===== config.mk =====
export PLATFORM = sky130hd
export DESIGN_NAME = seq_divider_flat
export DESIGN_NICKNAME = d
export VERILOG_FILES = /design/src/rtl/div_pkg.sv /design/src/rtl/seq_divider_if.sv /design/src/rtl/div_step.sv /design/src/rtl/seq_divider.sv /design/src/flat_wrapper.sv
export SDC_FILE = /design/constraint.sdc
export NUM_CORES = 1
export LEC_CHECK = 0
export BUFFER_PORTS_ARGS = -buffer_cell sky130_fd_sc_hd__buf_2
export CORE_ASPECT_RATIO = 0.6
export CORE_MARGIN = 1
export CORE_UTILIZATION = 50
export CTS_BUF_LIST = sky130_fd_sc_hd__clkbuf_4 sky130_fd_sc_hd__clkbuf_8
export CTS_CLUSTER_SIZE = 25
export DETAILED_ROUTE_END_ITERATION = 8
export PLACE_DENSITY_LB_ADDON = 0.2
export SYNTH_ARGS = -nofsm -noshare
export SYNTH_HDL_FRONTEND = slang
export SYNTH_SLANG_ARGS = --single-unit

===== constraint.sdc =====
create_clock -name clk -period 5.9 [get_ports clk]
set_input_delay 0.59 -clock clk [delete_from_list [all_inputs] [get_ports clk]]
set_output_delay 0.59 -clock clk [all_outputs]
set_load 0.01 [all_outputs]

===== src/rtl/div_pkg.sv =====
// ============================================================================
// Module  : div_pkg
// Brief   : Shared types and default width for the sequential divider.
// Revision: 1.0
// ============================================================================
`default_nettype none

package div_pkg;

    localparam int DEF_WIDTH = 4;

    typedef enum logic [1:0] {
        IDLE = 2'd0,
        RUN  = 2'd1,
        DONE = 2'd2
    } state_t;

endpackage

`default_nettype wire


===== src/rtl/seq_divider_if.sv =====
// ============================================================================
// Module  : seq_divider_if
// Brief   : Request/result bundle between a divider client and the divider.
// Revision: 1.0
// ============================================================================
`default_nettype none

interface seq_divider_if
    import div_pkg::*;
#(
    parameter int WIDTH = DEF_WIDTH
) ();

    logic             start;
    logic [WIDTH-1:0] dividend;
    logic [WIDTH-1:0] divisor;
    logic             busy;
    logic             done;
    logic [WIDTH-1:0] quotient;
    logic [WIDTH-1:0] remainder;
    logic             div_by_zero;

    modport master (
        output start, dividend, divisor,
        input  busy, done, quotient, remainder, div_by_zero
    );

    modport slave (
        input  start, dividend, divisor,
        output busy, done, quotient, remainder, div_by_zero
    );

endinterface

`default_nettype wire


===== src/rtl/div_step.sv =====
// ============================================================================
// Module  : div_step
// Brief   : One combinational restoring-division step (shift, trial subtract).
// Revision: 1.0
// ============================================================================
`default_nettype none

module div_step #(
    parameter int WIDTH = 4
) (
    input  wire logic [WIDTH:0]   r_i,
    input  wire logic             bit_i,
    input  wire logic [WIDTH-1:0] d_i,
    output logic      [WIDTH:0]   r_o,
    output logic                  q_o
);

    logic [WIDTH:0] w_shifted;
    logic [WIDTH:0] w_trial;
    logic           unused_r_msb;

    // The partial remainder is always below D, so its MSB never survives the shift.
    assign unused_r_msb = r_i[WIDTH];
    assign w_shifted    = {r_i[WIDTH-1:0], bit_i};
    assign w_trial      = w_shifted - {1'b0, d_i};

    always_comb begin
        r_o = w_shifted;
        q_o = 1'b0;
        if (!w_trial[WIDTH]) begin
            r_o = w_trial;
            q_o = 1'b1;
        end
    end

endmodule

`default_nettype wire


===== src/rtl/seq_divider.sv =====
// ============================================================================
// Module  : seq_divider
// Brief   : Iterative unsigned restoring divider, one quotient bit per clock.
// Revision: 1.0
// ============================================================================
`default_nettype none

module seq_divider
    import div_pkg::*;
#(
    parameter int WIDTH = DEF_WIDTH
) (
    input wire logic     clk,
    input wire logic     rst_n,
    seq_divider_if.slave bus
);

    localparam int            CW        = $clog2(WIDTH + 1);
    localparam logic [CW-1:0] LAST_STEP = CW'(WIDTH - 1);

    state_t           state_q, state_d;
    logic [CW-1:0]    cnt_q, cnt_d;
    logic [WIDTH-1:0] q_q, q_d;
    logic [WIDTH-1:0] d_q, d_d;
    logic [WIDTH:0]   r_q, r_d;
    logic [WIDTH-1:0] quo_q, quo_d;
    logic [WIDTH-1:0] rem_q, rem_d;
    logic             dbz_q, dbz_d;
    logic             done_q, done_d;

    logic [WIDTH:0]   w_step_r;
    logic             w_step_bit;
    logic [WIDTH-1:0] w_q_next;

    div_step #(
        .WIDTH (WIDTH)
    ) u_step (
        .r_i   (r_q),
        .bit_i (q_q[WIDTH-1]),
        .d_i   (d_q),
        .r_o   (w_step_r),
        .q_o   (w_step_bit)
    );

    assign w_q_next = {q_q[WIDTH-2:0], w_step_bit};

    always_comb begin
        state_d = state_q;
        cnt_d   = cnt_q;
        q_d     = q_q;
        d_d     = d_q;
        r_d     = r_q;
        quo_d   = quo_q;
        rem_d   = rem_q;
        dbz_d   = dbz_q;
        done_d  = 1'b0;

        case (state_q)
            IDLE: begin
                if (bus.start) begin
                    q_d     = bus.dividend;
                    d_d     = bus.divisor;
                    r_d     = '0;
                    cnt_d   = '0;
                    state_d = (bus.divisor == '0) ? DONE : RUN;
                end
            end

            RUN: begin
                r_d   = w_step_r;
                q_d   = w_q_next;
                cnt_d = cnt_q + CW'(1);
                if (cnt_q == LAST_STEP) begin
                    state_d = DONE;
                    quo_d   = w_q_next;
                    rem_d   = w_step_r[WIDTH-1:0];
                    dbz_d   = 1'b0;
                    done_d  = 1'b1;
                end
            end

            DONE: begin
                state_d = IDLE;
                // A zero divisor skips RUN, so its results are published on the way out of DONE.
                if (d_q == '0) begin
                    quo_d  = '1;
                    rem_d  = q_q;
                    dbz_d  = 1'b1;
                    done_d = 1'b1;
                end
            end

            default: state_d = IDLE;
        endcase
    end

    always_ff @(posedge clk or negedge rst_n) begin
        if (!rst_n) begin
            state_q <= IDLE;
            cnt_q   <= '0;
            q_q     <= '0;
            d_q     <= '0;
            r_q     <= '0;
            quo_q   <= '0;
            rem_q   <= '0;
            dbz_q   <= 1'b0;
            done_q  <= 1'b0;
        end else begin
            state_q <= state_d;
            cnt_q   <= cnt_d;
            q_q     <= q_d;
            d_q     <= d_d;
            r_q     <= r_d;
            quo_q   <= quo_d;
            rem_q   <= rem_d;
            dbz_q   <= dbz_d;
            done_q  <= done_d;
        end
    end

    assign bus.busy        = (state_q == RUN);
    assign bus.done        = done_q;
    assign bus.quotient    = quo_q;
    assign bus.remainder   = rem_q;
    assign bus.div_by_zero = dbz_q;

endmodule

`default_nettype wire


===== src/flat_wrapper.sv =====
// flat-port wrapper written by rule: the top's interface ports become plain ports
module seq_divider_flat import div_pkg::*;
#(
    parameter int WIDTH = DEF_WIDTH
)
  (clk, rst_n, bus_start, bus_dividend, bus_divisor, bus_busy, bus_done, bus_quotient, bus_remainder, bus_div_by_zero);
  seq_divider_if #(.WIDTH(WIDTH)) bus_i ();
  input wire logic clk;
  input wire logic rst_n;
  input wire logic [$bits(bus_i.start)-1:0] bus_start;
  input wire logic [$bits(bus_i.dividend)-1:0] bus_dividend;
  input wire logic [$bits(bus_i.divisor)-1:0] bus_divisor;
  output wire logic [$bits(bus_i.busy)-1:0] bus_busy;
  output wire logic [$bits(bus_i.done)-1:0] bus_done;
  output wire logic [$bits(bus_i.quotient)-1:0] bus_quotient;
  output wire logic [$bits(bus_i.remainder)-1:0] bus_remainder;
  output wire logic [$bits(bus_i.div_by_zero)-1:0] bus_div_by_zero;
  assign bus_i.start = bus_start;
  assign bus_i.dividend = bus_dividend;
  assign bus_i.divisor = bus_divisor;
  assign bus_busy = bus_i.busy;
  assign bus_done = bus_i.done;
  assign bus_quotient = bus_i.quotient;
  assign bus_remainder = bus_i.remainder;
  assign bus_div_by_zero = bus_i.div_by_zero;
  seq_divider #(.WIDTH(WIDTH)) u_core (.clk(clk), .rst_n(rst_n), .bus(bus_i));
endmodule

* Yosys cells after proc, flatten, opt, wreduce, memory -nomap -nowiden
Index checks and enable logic that the tools add are counted.
** Cells by class
- $add $sub $neg :: 2
- Eq/ne operators :: 6
- Mux-type cells :: 24
- Reduce and logical (&&, ||, !) cells :: 9
** Operators with widths (number)
- 4-bit one-hot mux with 2 select lines :: 4
- 4-bit two-way mux :: 7
- 4-bit zero test :: 2
- 2-bit two-way mux :: 3
- 3-bit one-hot mux with 2 select lines :: 1
- 2-bit AND reduction :: 3
- 1-bit two-way mux :: 5
- 5-bit by 4-bit subtractor with 5-bit output :: 1
- 2-bit by 1-bit != test with 1-bit output (second input constant) :: 2
- 1-bit one-hot mux with 2 select lines :: 2
- 2-bit one-hot mux with 2 select lines :: 1
- 2-bit nonzero test :: 2
- 3-bit by 1-bit adder with 3-bit output (second input constant) :: 1
- 3-bit by 2-bit equality test with 1-bit output (second input constant) :: 1
- 3-bit two-way mux :: 1
- 3-bit AND reduction :: 1
- 2-bit by 1-bit equality test with 1-bit output (second input constant) :: 1
- 2-bit equality test (second input constant) :: 1
- 2-bit zero test :: 1
- 2-bit != test (second input constant) :: 1
** Word-level totals
- Bits in registers :: 27
- Output and inout bits :: 11
- Input port bits :: 11
- Logic and storage cells :: 50

* Longest topological paths before layout
Gate-level depths: netlist (run 1).
- Depth after elaboration :: 4
- Depth in mapped cells :: 9
- Depth with buffers taken out :: 8

* Hierarchy
Synthesis (run 1) repeated with hierarchy kept, for this count alone.
** Unflattened totals
- Cell total of the unflattened synthesis :: 139
- Area, all modules :: 1535.2 um^2
** By module, submodules not included
- seq_divider :: sequential area each 700.7 um^2, cells each 110, area an instance 1306.3 um^2, instances 1
- div_step :: sequential area each 0.0 um^2, cells each 29, area an instance 229.0 um^2, instances 1

* Worst setup path after synthesis (run 1)
No wires, ideal clock.
- Path type :: register to register
- Start point :: reg u_core.q_q[3]
- End point :: reg u_core.rem_q[2], in the netlist u_core.bus.remainder[2]
- Stages on the path, launching flop included :: 9
- Data arrival time :: 1.974 ns
- Required time :: 5.770 ns
- Clock period less this slack :: 2.105 ns
- Path slack :: 3.795 ns
- Setup time :: 0.130 ns
- Buffers on the path :: 0
- Path through :: dfrtp_1 > inv_1 > ha_1 > fa_1 > nand2b_1 > o2bb2ai_2 > or4b_1 > o2111ai_1 > o22ai_1
** Between the ends
- Cells in the longest elaborated chain, start to end :: 4
** RTL lines
- from (decl) :: RTL line seq_divider.sv:23 : logic [WIDTH-1:0] q_q, q_d;
- from (signal assigned) :: RTL line seq_divider.sv:111 : q_q <= q_d;
- 5-bit by 4-bit subtractor with 5-bit output :: RTL line div_step.sv:25 : assign w_trial = w_shifted - {1'b0, d_i};
- 4-bit two-way mux :: RTL line div_step.sv:30 : if (!w_trial[WIDTH]) begin
- 4-bit two-way mux :: RTL line seq_divider.sv:73 : if (cnt_q == LAST_STEP) begin
- 4-bit one-hot mux with 2 select lines :: RTL line seq_divider.sv:58 : case (state_q)
- to (signal assigned) :: RTL line seq_divider.sv:115 : rem_q <= rem_d;
- to (decl) :: RTL line seq_divider.sv:27 : logic [WIDTH-1:0] rem_q, rem_d;
No other way between the ends. The select of a mux whose other input is x is not followed.
A chain may end at the register's enable or synchronous reset.

* Final worst setup path (run 1)
- Start point :: reg u_core.q_q[3]
- End point :: reg u_core.r_q[1]
** Between the ends
- Cells in the longest elaborated chain, start to end :: 3
** RTL lines
- 5-bit by 4-bit subtractor with 5-bit output :: RTL line div_step.sv:25
- 4-bit two-way mux :: RTL line div_step.sv:30
- 4-bit one-hot mux with 2 select lines :: RTL line seq_divider.sv:58
- to (signal assigned) :: RTL line seq_divider.sv:113 : r_q <= r_d;
- to (decl) :: RTL line seq_divider.sv:25 : logic [WIDTH:0] r_q, r_d;
No other way between the ends.

==> results of run 1 <==
-- state kept, by name, summed over array words and instances, names as in the netlist --
| name | flops |
|---|---|
| u_core.bus.quotient | 4 |
| u_core.bus.remainder | 4 |
| u_core.d_q | 4 |
| u_core.q_q | 4 |
| u_core.r_q | 4 |
| u_core.cnt_q | 3 |
| u_core.state_q | 2 |
| u_core.bus.div_by_zero | 1 |
| u_core.bus.done | 1 |
-- worst register-to-register path: stages, from the launching register on --
cell	delay (ns)
dfrtp_1	0.39
inv_1	0.09
ha_1	0.25
fa_1	0.42
nand2b_1	0.18
o2bb2ai_2	0.19
xnor2_2	0.48
mux2_2	0.41
o21ai_2	0.10
-- how the worst max path moves through the flow --
stage                                         end  slack [ns]  cells after the start
after detailed placement            u_core.r_q[1]        3.38                      8
after floorplan           u_core.bus.remainder[2]        3.80                      8
final                               u_core.r_q[1]        3.33                      8
after CTS                           u_core.r_q[1]        3.35                      8
after global routing                u_core.r_q[1]        3.22                      8
after global placement              u_core.r_q[1]        3.51                      8
-- kinds of logic after synthesis --
family	synth area share (%)
AO/OA/AOI/OAI	17.4
multiplexers	9.05
flip-flops	44.8
buffers and inverters	5.23
AND/OR/NAND/NOR	12.4
adder cells (fa/ha/maj)	8.80
XOR/XNOR	2.24
-- through the flow --
step                setup slack, ns  hold WS, ns  area [um2]  instances  utilization, %
CTS                            3.35        0.330        1670        204            58.3
global placement               3.51        0.464        1630        200            56.7
floorplan                      3.80        0.294        1510        143               -
finish                         3.33        0.311        1670        204            58.3
global route                   3.22        0.356        1670        204            58.3
detailed placement             3.38        0.471        1630        200            56.7
-- report_power, final --
| group | internal (mW) | leakage (nW) | total [mW] | switching (mW) |
|---|---|---|---|---|
| clock | 0.0474 | 0.0255 | 0.108 | 0.0605 |
| sequential | 0.267 | 0.334 | 0.333 | 0.0657 |
| combinational | 0.250 | 0.398 | 0.578 | 0.328 |
| total | 0.565 | 0.757 | 1.02 | 0.454 |
-- placed cells by master, fill, tap and decap left out, drive strengths merged, types with 2 or more instances in the layout --
cell type	synthesis	routed
nand4	2	2
clkbuf	1	3
o21a	2	2
o22a	4	4
mux2i	8	8
nor2b	2	2
inv	11	11
nand2	18	18
mux2	5	5
nor2	4	4
a21oi	3	3
o21ai	14	14
o211ai	2	2
xnor2	2	2
nand2b	5	5
buf	5	21
dfrtp	27	27
ha	9	9
-- final cells by class --
class                   instances  area, um2
clock inverters                 1       5.00
well taps                      42       52.6
fillers                       261       1200
flip-flops and latches         27        676
repair buffers                 21        105
multi-input cells              99        753
clock buffers                   3       41.3
inverters                      11       41.3
-- routing by layer --
metal	wire (um)	GRT usage, %
met1	1540	31.7
met2	1430	32.5
met3	182	4.10
met4	4	3.53
met5	0	0
==> results.md, run 1 <==
* IO buf count at 21
* Slowest Stage Delay on Critical Path at roughly 0.48 ns
* Pre-Repair DR Iteration Count at 4
* Critical Path RT at 6.11 ns
* Row count at 15
* Ant. Diodes at 0
* Total wire length at 3160 um
* Max cap viols at 0
* Largest net degree at the start of global routing at 28
* Setup violators final at 0
* Clock tree sinks at 27
* Reg2Reg Capture Point: u_core.r_q[1]
* P_leak at 0.757 nW
* DRT iter0 DRCs at between 60 and 70
* Via count at around 1.1k
* Vias in the first global route at 1043
* Antenna violations before repair at 0
* First-pass GRT wire length at approximately 5100 um
* DRC errors left at 0
* Gr ovfl total at 0
* Initial core utilization at ~53%
* Worst-margin pin slew at around 1.2 ns
* Hold Violations, Final at 0
* Cell Chain, Critical Path: inv_1 -> ha_1 -> fa_1 -> nand2b_1 -> o2bb2ai_2 -> xnor2_2 -> mux2_2 -> o21ai_2
* Final GP Congestion at approximately 0.9
* Reg clk slew, reported paths at around 0.1 ns
* Setup_tns at 0 ns
* Longest Clk Path Bufs at 2
* Vias per cell at around 5.5
* Synth Net Count at 164
* Cts repair resizes at 0
* Buffers and inverters on the worst path at 1
* CTS tree: done
* Die area at between 3000 and 4000 um2
* Worst vdd ir at 0.224 mV
* Syn_area_per_cell at roughly 11 um2
* Root Buffer: clkbuf_8
* Setup Buffers After CTS at 0
* HPWL Detailed at about 2400 um
* Final worst path period need at approximately 2.6 ns
* Power per cell area at between 600 and 700 nW/um2
* Top-count cell post-synth: dfrtp_1
* Yosys warning count at 0
* Setup slack, reg-to-reg at 3.33 ns
* Worst min path class: input pin to async pin
* Reg2Reg Depth at 8
* Fin crit share at between 40 and 50%
* Fin Clk Skew at just under 0.004 ns
* Commonest cells post-synth: dfrtp_1, nand2_1, o21ai_0, inv_1, ha_1
* Post-synth EDFFs at 0
* Die width at 72.9 um
* Synth Cell Area at between 1500 and 2000 um2
* Routed len/inst at approximately 15 um
* Layout cells sized above 1 at between 20% and 30%
* Fmax at around 400 MHz
* RSZ-0062 raised after global routing: false
* Die Height at 44.5 um
* Seq/Total Area, Yosys at between 40% and 50%
* Max FO, Critical Path at 11
* Total chip power at about 1.0 mW
* Critical path type: flip-flop to flip-flop
* Worst rel slew slack at 19.5%
* Synth Flop Type: dfrtp_1
* Slew Limit Fails at 0
* Largest delay share family, worst path: adder cells
* Nature of the critical path endpoint: flip-flop
* Area contributors post-synth: dfrtp_1, ha_1, mux2i_1
* Ys async rst share at 100%
* Area growth from synthesis to layout at 11.0%
* CP Launch Type: flip-flop
* Top Ports at 22
* Synth Register Bits at 27
* Post-Synthesis Cells at 143
* GRT Util Overall at a little over a fifth
* CP max stage cell: xnor2_2
* Worst path arrival time at 2.77 ns
* H-tree Lvls at 1
* Cts hold-fix bufs at 0
* Yosys top cell by area: dfrtp_1
* Reg2Reg Launch Point: u_core.q_q[3]
* Status: finished, final reports clean
* Cell variety after synth at 42
* Core Box Area at 2870 um2
* Inserted Clock Buffers at 3
* Critical Path Start: u_core.q_q[3]
* Clk_lat worst skew at around 0.27 ns
* Final ANT Viol Nets at 0
* Nets@finish at around 180
* Top cell type's share of synthesized area at about 45%
(Power assumes the default switching activity.)
==> run 2: changes to the inputs <==
==> constraint.sdc (replaced) <==
create_clock -name clk -period 2.41 [get_ports clk]
set_input_delay 0.241 -clock clk [delete_from_list [all_inputs] [get_ports clk]]
set_output_delay 0.241 -clock clk [all_outputs]
set_load 0.01 [all_outputs]
==> run 2 against run 1 <==
Cell count grew 2.5%. Final area grew 3.8%. Setup slack lost 3.2 ns. Combinational power grew to 2.6 times the previous value. Sequential power grew 140%. Maximum frequency rose by 14%. Clock skew grew 0.0018 ns. Clock power rose to 2.5 times the previous value. Register-to-register slack got worse by 3.2 ns. Global-route usage increased by 0.058 points. Largest power group unchanged.
==> results.md, run 2 (synthesis gave the netlist of run 1 again) <==
* Worst min path class: input pin to flip-flop (was input pin to async pin)
* Largest delay share family, worst path: simple AND/OR/NAND/NOR gates (was adder cells)
* Fin crit share at 93.0% (was 43.5%)
* Worst path arrival time at 2.40 ns (was 2.77 ns)
* Nets@finish at 189 (was 184)
* CTS tree: done (unchanged)
* Critical Path RT at 2.56 ns (was 6.11 ns)
* Gr ovfl total at 0 (unchanged)
* Initial core utilization at 52.5% (unchanged)
* Pre-Repair DR Iteration Count at 4 (unchanged)
* Reg clk slew, reported paths at 0.10 ns (about the same)
* Nature of the critical path endpoint: flip-flop (unchanged)
* Die width at 72.9 um (unchanged)
* Row count at 15 (unchanged)
* Fmax at 446 MHz (was 390 MHz)
* Cell Chain, Critical Path: inv_1 -> ha_1 -> fa_2 -> nand2b_1 -> o2bb2ai_4 -> or4b_1 -> o2111ai_1 -> o22ai_1 (was inv_1 -> ha_1 -> fa_1 -> nand2b_1 -> o2bb2ai_2 -> xnor2_2 -> mux2_2 -> o21ai_2)
* Max cap viols at 0 (unchanged)
* Ant. Diodes at 0 (unchanged)
* Hold Violations, Final at 0 (unchanged)
* Status: finished, final reports clean (unchanged)
* Via count at 1121 (was 1131)
* Setup Buffers After CTS at 0 (unchanged)
* Die area at 3250 um2 (unchanged)
* Final worst path period need at 2.24 ns (was 2.57 ns)
* Die Height at 44.5 um (unchanged)
* First-pass GRT wire length at 5000 um (was 5080 um)
* Setup_tns at 0 ns (unchanged)
* IO buf count at 21 (unchanged)
* Worst-margin pin slew at 1.03 ns (was 1.17 ns)
* Largest net degree at the start of global routing at 28 (unchanged)
* Layout cells sized above 1 at 24.6% (was 21.6%)
* DRC errors left at 0 (unchanged)
* Clk_lat worst skew at 0.28 ns (was 0.27 ns)
* RSZ-0062 raised after global routing: false (unchanged)
* Worst vdd ir at 0.532 mV (was 0.224 mV)
* Longest Clk Path Bufs at 2 (unchanged)
* Area growth from synthesis to layout at 15.3% (was 11.0%)
* Setup violators final at 0 (unchanged)
* Root Buffer: clkbuf_8 (unchanged)
* HPWL Detailed at 2290 um (was 2390 um)
* Fin Clk Skew at 0.00568 ns (was 0.00390 ns)
* Fin Hold WS at 0.206 ns (was 0.311 ns)
* Fillcell total at 244 (was 261)
* Clock tree sinks at 27 (unchanged)
* Max FO, Critical Path at 7 (was 11)
* Top Ports at 22 (unchanged)
* DRT iter0 DRCs at 40 (was 63)
* Most frequent cells in the layout: dfrtp_1, buf_2, nand2_1, o21ai_0, inv_1 (unchanged)
* Buffers and inverters on the worst path at 1 (unchanged)
* Final GP Congestion at 0.873 (was 0.908)
* Final ANT Viol Nets at 0 (unchanged)
* Vias per cell at 5.36 (was 5.54)
* Worst rel slew slack at 29.7% (was 19.5%)
* H-tree Lvls at 1 (unchanged)
* GRT Util Overall at 21.2% (about the same)
* CP Launch Type: flip-flop (unchanged)
* Slew Limit Fails at 0 (unchanged)
* Commonest non-fill, non-tap cell in the layout: dfrtp_1 (unchanged)
* Inserted Clock Buffers at 3 (unchanged)
* Antenna violations before repair at 0 (unchanged)
* P_leak at 0.786 nW (was 0.757 nW)
* Slowest Stage Delay on Critical Path at 0.48 ns (about the same)
* Total wire length at 2970 um (was 3160 um)
* Routed len/inst at 14.2 um (was 15.5 um)
* Vias in the first global route at 1020 (was 1043)
* Critical path type: flip-flop to flip-flop (unchanged)
* CP max stage cell: or4b_1 (was xnor2_2)
* Power per cell area at 1490 nW/um2 (was 608 nW/um2)
* Core Box Area at 2870 um2 (unchanged)
-- run 2: cell types whose count changed in the layout (fill, tap and decap cells not counted), sizes merged --
cell         delta
buf             +4
clkinv          -1
dlygate4sd3     +1
inv             +1
-- run 2: power breakdown --
group | internal, mW | switching [mW] | leakage (nW)
Clock | 0.122 | 0.151 | 0.0261
Combinational | 0.687 | 0.814 | 0.426
Sequential | 0.654 | 0.158 | 0.334
-- run 2: worst paths after layout --
| check | start | end | slack (ns) | depth (start not counted) |
|---|---|---|---|---|
| worst max-delay path | u_core.q_q[3] | u_core.bus.remainder[2] | 0.17 | 8 |
| worst min-delay path | bus_divisor[3] | u_core.d_q[3] | 0.21 | 2 |
| worst max register to register | u_core.q_q[3] | u_core.bus.remainder[2] | 0.17 | 8 |
| worst min register to register | u_core.cnt_q[2] | u_core.cnt_q[2] | 0.49 | 2 |
| max in group asynchronous | rst_n | u_core.bus.remainder[0] | 1.53 | 2 |
| min in group asynchronous | rst_n | u_core.bus.done | 0.49 | 2 |
-- run 2: what timing repair did --
| item | in CTS | in global routing |
|---|---|---|
| hold buffers | 1 | 0 |
| endpoints found under the hold margin | 27 | 0 |
| setup endpoints to repair | 0 | 3 |
| gates resized for setup | 0 | 3 |
-- run 2: final cells by class --
class | count | area, um2 | area share (%)
sequential | 27 | 676 | 38.9
tap | 42 | 52.6 | 3.02
inverter | 11 | 41.3 | 2.38
clock buffer | 3 | 41.3 | 2.38
timing repair buffer | 26 | 145 | 8.35
multi-input combinational | 99 | 773 | 44.5
clock inverter | 1 | 8.76 | 0.504
-- run 2: stage by stage --
step	total power, mW	area, um2	std cells	setup slack (ns)	utilization, %
after floorplan	1.92	1510	143	0.305	-
after global placement	2.23	1660	204	0.235	57.7
after detailed placement	2.28	1660	204	0.158	57.7
after CTS	2.56	1720	209	0.136	59.8
after global routing	2.84	1740	209	0.00585	60.5
final	2.59	1740	209	0.168	60.5
-- run 2: layer usage --
metal  vias to the layer above  part of all wire [%]  track usage, %
li1                        564                     -               -
met1                       533                    52            33.4
met2                        22                    42            29.3
met3                         2                   5.6            5.47
met4                         0                  0.27            3.53
met5                         -                     0               0
==> run 3: changes to the inputs <==
--- a/config.mk
+++ b/config.mk
@@ -13,6 +13,7 @@
 export CTS_CLUSTER_SIZE = 25
 export DETAILED_ROUTE_END_ITERATION = 8
 export PLACE_DENSITY_LB_ADDON = 0.2
+export RECOVER_POWER = 25
 export SYNTH_ARGS = -nofsm -noshare
 export SYNTH_HDL_FRONTEND = slang
 export SYNTH_SLANG_ARGS = --single-unit
==> run 3 against run 2 <==
Sequential cell count stayed put. Register-to-register slack hardly changed. Cell count stayed put. Die area stayed put. Largest power group unchanged. First-iteration DRC count is 20% lower. Clock power hardly changed. Clock-buffer cell count stayed put.
==> results.md, run 3 (synthesis gave the netlist of run 1 again) <==
* Status: finished, final reports clean (unchanged)
* DRC errors left at 0 (unchanged)
* Setup Buffers After CTS at 0 (unchanged)
* CP max stage cell: or4b_1 (unchanged)
* Via count at 1128 (was 1121)
* Longest Clk Path Bufs at 2 (unchanged)
* P_leak at 0.783 nW (was 0.786 nW)
* Reg clk slew, reported paths at 0.10 ns (about the same)
* Die area at 3250 um2 (unchanged)
* Commonest non-fill, non-tap cell in the layout: dfrtp_1 (unchanged)
* Fin Hold WS at 0.205 ns (was 0.206 ns)
* Final instance area at 1740 um2 (about the same)
* Clk_lat worst skew at 0.28 ns (about the same)
* Worst rel slew slack at 6.70% (was 29.7%)
* Antenna violations before repair at 0 (unchanged)
* Nets@finish at 189 (unchanged)
* Dpl cells at 204 (unchanged)
* CP Launch Type: flip-flop (unchanged)
* DRT iter0 DRCs at 32 (was 40)
* Initial core utilization at 52.5% (unchanged)
* IO buf count at 21 (unchanged)
* Pre-Repair DR Iteration Count at 4 (unchanged)
* Slowest Stage Delay on Critical Path at 0.48 ns (about the same)
* Layout cells sized above 1 at 24.0% (was 24.6%)
* Final GP Congestion at 0.873 (unchanged)
* Fmax at 446 MHz (about the same)
* Inserted Clock Buffers at 3 (unchanged)
* Die width at 72.9 um (unchanged)
* Worst-margin pin slew at 1.40 ns (was 1.03 ns)
* Fin crit share at 93.1% (was 93.0%)
* Core Box Area at 2870 um2 (unchanged)
* Nature of the critical path endpoint: flip-flop (unchanged)
* GRT Util Overall at 21.2% (unchanged)
* RSZ-0062 raised after global routing: false (unchanged)
* Total wire length at 2980 um (was 2970 um)
* Place WS at 0.158 ns (unchanged)
* Critical path type: flip-flop to flip-flop (unchanged)
* First-pass GRT wire length at 5000 um (unchanged)
* Largest net degree at the start of global routing at 28 (unchanged)
* Gr ovfl total at 0 (unchanged)
* Root Buffer: clkbuf_8 (unchanged)
* Slew Limit Fails at 0 (unchanged)
* Row count at 15 (unchanged)
* Most frequent cells in the layout: dfrtp_1, buf_2, nand2_1, o21ai_0, inv_1 (unchanged)
* Worst min path class: input pin to flip-flop (unchanged)
* HPWL Detailed at 2290 um (unchanged)
* CTS tree: done (unchanged)
* Total chip power at 2.59 mW (about the same)
* Routed len/inst at 14.2 um (about the same)
* Area growth from synthesis to layout at 15.2% (was 15.3%)
* Ant. Diodes at 0 (unchanged)
* H-tree Lvls at 1 (unchanged)
* Non-filler cells, final at 209 (unchanged)
* Worst vdd ir at 0.534 mV (was 0.532 mV)
* Vias per cell at 5.40 (was 5.36)
* Power per cell area at 1490 nW/um2 (about the same)
* Vias in the first global route at 1020 (unchanged)
* Final ANT Viol Nets at 0 (unchanged)
* Hold Violations, Final at 0 (unchanged)
* Post-layout util at 60.5% (about the same)
* Cell Chain, Critical Path: inv_1 -> ha_1 -> fa_2 -> nand2b_1 -> o2bb2ai_4 -> or4b_1 -> o2111ai_1 -> o22ai_1 (unchanged)
* Clock tree sinks at 27 (unchanged)
* Final worst path period need at 2.24 ns (about the same)
* Top Ports at 22 (unchanged)
* Placement Cell Area at 1660 um2 (unchanged)
* Critical Path RT at 2.56 ns (about the same)
* Setup_tns at 0 ns (unchanged)
* Final worst slack at 0.167 ns (was 0.168 ns)
* Fin Clk Skew at 0.00617 ns (was 0.00568 ns)
* Max FO, Critical Path at 7 (unchanged)
* Setup violators final at 0 (unchanged)
* Max cap viols at 0 (unchanged)
* Worst path arrival time at 2.40 ns (about the same)
* Die Height at 44.5 um (unchanged)
[run 3: cell types whose count changed in the layout (fill, tap and decap cells not counted), sizes merged]
cell,delta
buf,-1
clkbuf,+1
[run 3: where the power goes]
group | leakage, nW | switching [mW] | internal, mW
registers | 0.334 | 0.160 | 0.654
logic | 0.423 | 0.816 | 0.686
clock network | 0.0261 | 0.152 | 0.122
total | 0.783 | 1.13 | 1.46
[run 3: path summary, 6_finish.rpt]
check	depth (start not counted)	slack, ns	startpoint	end
worst max-delay path	8	0.17	u_core.q_q[3]	u_core.bus.remainder[2]
worst min-delay path	2	0.21	bus_divisor[3]	u_core.d_q[3]
worst max register to register	8	0.17	u_core.q_q[3]	u_core.bus.remainder[2]
worst min register to register	2	0.49	u_core.cnt_q[2]	u_core.cnt_q[2]
max in group asynchronous	2	0.79	rst_n	u_core.bus.div_by_zero
min in group asynchronous	2	0.80	rst_n	u_core.bus.done
[run 3: what timing repair did]
item / in CTS / in global routing
setup endpoints to repair: 0 / 3
endpoints found under the hold margin: 27 / 0
resized for setup: 0 / 3
hold buffers: 1 / 0
[run 3: worst max-delay path, delay by kind of cell, from the launching register on]
kind,cells,cell delay [ns]
fa+ha+maj,2,0.59
compound gates,3,0.39
flops,1,0.38
buf+inv,1,0.09
simple gates,2,0.67
[run 3: layer usage]
metal / GRT usage (%) / vias to the layer above / share of wire [%]
met5: 0 / - / 0
met4: 3.53 / 0 / 0.27
met1: 33.4 / 545 / 55
met3: 5.47 / 2 / 3.1
li1: - / 563 / -
met2: 29.3 / 18 / 42
[run 3: cell type report]
type,count,area (um2)
fillers,243,1130
multi-input cells,99,773
flip-flops and latches,27,676
repair buffers,26,144
well taps,42,52.6
clock buffers,3,41.3
inverters,11,41.3
clock inverters,1,8.76
